`config.mk`:
```
export PLATFORM = sky130hd
export DESIGN_NAME = t_chain_counter
export DESIGN_NICKNAME = d
export VERILOG_FILES = /design/src/rtl/t_chain_counter.sv
export SDC_FILE = /design/constraint.sdc
export NUM_CORES = 1
export LEC_CHECK = 0
export ABC_AREA = 1
export CORE_MARGIN = 2
export CORE_UTILIZATION = 42
export CTS_CLUSTER_SIZE = 28
export DETAILED_ROUTE_END_ITERATION = 12
export HOLD_SLACK_MARGIN = 0.03
export PLACE_DENSITY = 0.82
export RECOVER_POWER = 50
export SETUP_SLACK_MARGIN = 0.5
export SLEW_MARGIN = 20
export SYNTH_ARGS = -nofsm -noshare
export SYNTH_HDL_FRONTEND = slang
export SYNTH_SLANG_ARGS = --single-unit
```
`constraint.sdc`:
```
create_clock -name clk_i -period 1.7 [get_ports clk_i]
set_clock_uncertainty 0.2 [all_clocks]
set_input_delay 0.34 -clock clk_i [delete_from_list [all_inputs] [get_ports clk_i]]
set_output_delay 0.34 -clock clk_i [all_outputs]
set_load 0.01 [all_outputs]
```
`src/rtl/t_chain_counter.sv`:
```
// Modulo-MOD up/down counter built from WIDTH T-type stages. It exports the per-bit
// toggle drives and a same-cycle terminal count so downstream T stages and counters can cascade.
module t_chain_counter #(
  parameter int WIDTH = 4,
  parameter int MOD   = 10
) (
  input  logic             clk_i,
  input  logic             rst_ni,
  input  logic             en_i,
  input  logic             up_i,
  input  logic             load_i,
  input  logic [WIDTH-1:0] load_val_i,
  output logic [WIDTH-1:0] count_o,
  output logic [WIDTH-1:0] count_n_o,
  output logic [WIDTH-1:0] t_vec_o,
  output logic             tc_o,
  output logic             wrap_o
);

  if (WIDTH < 1 || WIDTH > 16 || MOD < 2 || MOD > (1 << WIDTH)) begin : gBadParams
    $error("t_chain_counter: illegal WIDTH=%0d / MOD=%0d", WIDTH, MOD);
  end

  localparam logic [WIDTH-1:0] MaxVal = WIDTH'(MOD - 1);
  localparam logic [WIDTH:0]   ModExt = (WIDTH + 1)'(MOD);

  logic [WIDTH-1:0] count_q, count_d;
  logic [WIDTH-1:0] countN_q;
  logic             wrap_q, wrap_d;
  logic [WIDTH-1:0] loadSat;
  logic [WIDTH-1:0] upChain, downChain;
  logic [WIDTH-1:0] tVec;
  logic             atTopOrAbove, outOfRange, tc;

  assign loadSat      = ({1'b0, load_val_i} >= ModExt) ? MaxVal : load_val_i;
  assign atTopOrAbove = (count_q >= MaxVal);
  assign outOfRange   = ({1'b0, count_q} >= ModExt);
  assign tc           = en_i & (up_i ? (count_q == MaxVal) : (count_q == '0));

  // Stage i toggles when all lower bits are 1 (up) or all 0 (down).
  always_comb begin
    logic [WIDTH-1:0] lowMask;
    upChain   = '0;
    downChain = '0;
    lowMask   = '0;
    for (int i = 0; i < WIDTH; i++) begin
      lowMask      = WIDTH'((1 << i) - 1);
      upChain[i]   = &(count_q | ~lowMask);
      downChain[i] = &(~count_q | ~lowMask);
    end
  end

  // Wrap cycles override the chain so the stages land on 0 (up) or MOD-1 (down).
  always_comb begin
    tVec = '0;
    if (load_i) begin
      tVec = count_q ^ loadSat;
    end else if (en_i) begin
      if (up_i) begin
        tVec = atTopOrAbove ? count_q : upChain;
      end else begin
        tVec = ((count_q == '0) || outOfRange) ? (count_q ^ MaxVal) : downChain;
      end
    end
  end

  assign count_d = count_q ^ tVec;
  assign wrap_d  = en_i & ~load_i & tc;

  always_ff @(posedge clk_i) begin
    if (!rst_ni) begin
      count_q  <= '0;
      countN_q <= '1;
      wrap_q   <= 1'b0;
    end else begin
      count_q  <= count_d;
      countN_q <= ~count_d;
      wrap_q   <= wrap_d;
    end
  end

  assign count_o   = count_q;
  assign count_n_o = countN_q;
  assign t_vec_o   = tVec;
  assign tc_o      = tc;
  assign wrap_o    = wrap_q;

endmodule

```
==> results.txt <==
Sequential cell area fraction in the yosys report: 29.3%
DIE WIDTH: 42.3 microns
Sw Ratio: 42.4%
TritonCTS buffer count: 3
Hold_buf cts: 0
Vias: 1036
Final hold viol count: 0
Routability cong.: 0.913
Dpl hpwl: 1460 microns
CP Capture Type: output pin
Reg2Reg Depth: 11
Final worst slack: -352 ps
DRC viols: 0
Crit Path Class: flip-flop to output pin
Pint: 0.000575 W
Vias in the first global route: 922
Root buffer cell: clkbuf_4
RSZ-0062 raised after global routing: true
Largest net degree at the start of global routing: 9
Post-Route Utilization: 97.6%
Clk buf depth: 2
Failing checks: negative setup slack
Die ar.: 1790 sq um
Post-Place Setup Slack: -711 ps
Die Ht: 42.3 microns
Initial antenna violation count: 0
Post-layout nets: 161
Clock Power Share: 19.2%
Final Slew Violations: 0
DR iter-0 viols: 45
PD cells: 767 nW/um^2
Final worst path period share: 121%
P_leak: 0.642 nW
Worst Tran Pin Value: 468 ps
Clk slew on worst S/H paths: 80 ps
N_diodes: 0
Core ar.: 1330 sq um
Psw: 0.000423 W
Tmin final: 2050 ps
Syn_area_per_cell: 6.22 sq um
Sequential share of power: 27.3%
Worst vdd ir: 756 uV
Fmax: 0.487 GHz
Yosys cell types: 18
Final setup viols: 6
Routed wire length: 3530 microns
DR pass1 iterations: 4
Seq cells post-synth: 9
Critical Path AT: 1510 ps
Worst hold path class: primary input to flip-flop
CP startpoint kind: flip-flop
MaxCap Viol Count: 0
Total grt overflow: 0
I/O pin count: 23
Mapped Area: 616 sq um
Share of cells above drive strength 1: 73.5%
CTS sink count: 9
Gr usage total: 32.2%
TritonCTS clock tree: yes
Comb pwr share: 53.4%
CP max FO: 4
Syn nets: 108
Layout area overhead: 111%
CP required: 1160 ps
ANT nets after route: 0
Slew Limit Headroom: 68.8%
Hold Path Stages: 6
Starting Density: 46.2%
Synth warn: 0
Avg Vias per Cell: 6.24
First-pass GRT wire length: 4270 microns
Placed inst area: 1010 sq um
Standard-cell rows: 13
Port Buffers: 22
Finished Cell Area: 1300 sq um
Clk Latency, worst-skew pair: 290 ps
Post-Syn Instances: 99
H-tree depth reported by CTS: 1
Outcome: complete, but fails checks
Post-route setup TNS: -1330 ps
WL/cell: 21.3 microns
[path summary, 6_finish.rpt]
kind                            slack (ps)            to     startpoint
worst min register to register         480  count_n_o[2]     count_o[2]
worst max register to register         -60    count_o[1]     count_o[3]
worst min-delay path                   390  count_n_o[0]  load_val_i[0]
worst max-delay path                  -350          tc_o     count_o[0]
[cell usage in the layout, fill, tap and decap left out, types with 4 or more instances in the layout]
master / instances
nand3_2: 10
inv_2: 8
dfxtp_4: 4
buf_2: 4
a21oi_2: 4
dlygate4sd2_1: 6
nand2_1: 15
buf_6: 22
buf_4: 16
nand2_2: 20
nor2_1: 6
[sequential cells by signal, summed over array words and instances, names as in the netlist]
| name | cells |
|---|---|
| count_o | 4 |
| count_n_o | 4 |
| wrap_o | 1 |
[power by group through the flow]
stage / clock network [W] / logic [W] / registers (W)
finish: 0.000192 / 0.000533 / 0.000273
global route: 0.000198 / 0.000554 / 0.000275
CTS: 0.000181 / 0.000423 / 0.000264
detailed placement: 0 / 0.000367 / 0.000269
global placement: 0 / 0.000358 / 0.000269
floorplan: 0 / 0.000174 / 0.000277
[synth_stat cells (all sizes together)]
cell type / number / area (sq um)
nand2: 38 / 155
nand3: 14 / 85.1
inv: 12 / 45.1
nor2: 11 / 46.3
dfxtp: 9 / 180
a21oi: 5 / 28.8
o21ai: 4 / 23.8
buf: 2 / 22.5
a21boi: 1 / 11.3
a31oi: 1 / 6.26
nand4: 1 / 6.26
nor3: 1 / 5.00
[timing repair]
item                                   in CTS  in global routing
setup endpoints to repair                  23                 22
endpoints found under the hold margin       0                  0
gates resized for setup                   103                 34
cloned                                      0                  0
setup buffers                               7                  1
pin swaps                                  14                 14
[logic make-up after synthesis]
logic type	count (synthesis)	share of synthesized area [%]
buffers and inverters	14	11.0
AO/OA/AOI/OAI	11	11.4
AND/OR/NAND/NOR	65	48.4
flip-flops	9	29.3
[stage by stage]
stage	total power (W)	std cells	hold WS, ps
final	0.000998	166	390
after global placement	0.000627	154	379
after detailed placement	0.000637	154	377
after floorplan	0.000451	99	303
after global routing	0.00103	166	385
after CTS	0.000868	165	353
[worst max-delay path, stage by stage, from the launching register on]
cell and delay, ps:
dfxtp_4 370, nor2_4 150, nand3_2 120, nor2_2 120
a31oi_2 70, nor2_1 210, buf_2 180
[layout make-up]
| cell class | count | area, sq um |
|---|---|---|
| multi-input cells | 76 | 548 |
| well taps | 15 | 18.8 |
| repair buffers | 50 | 463 |
| inverters | 12 | 47.5 |
| flip-flops and latches | 9 | 198 |
| clock buffers | 4 | 26.3 |
| fillers | 21 | 32.5 |
[metal layers]
metal / track usage (%) / routed length (microns)
met2: 59.1 / 1730
met3: 6.47 / 358
met4: 15.0 / 271
met5: 0 / 0
met1: 34.6 / 1180
No activity file was read; power rests on OpenSTA's default activity.
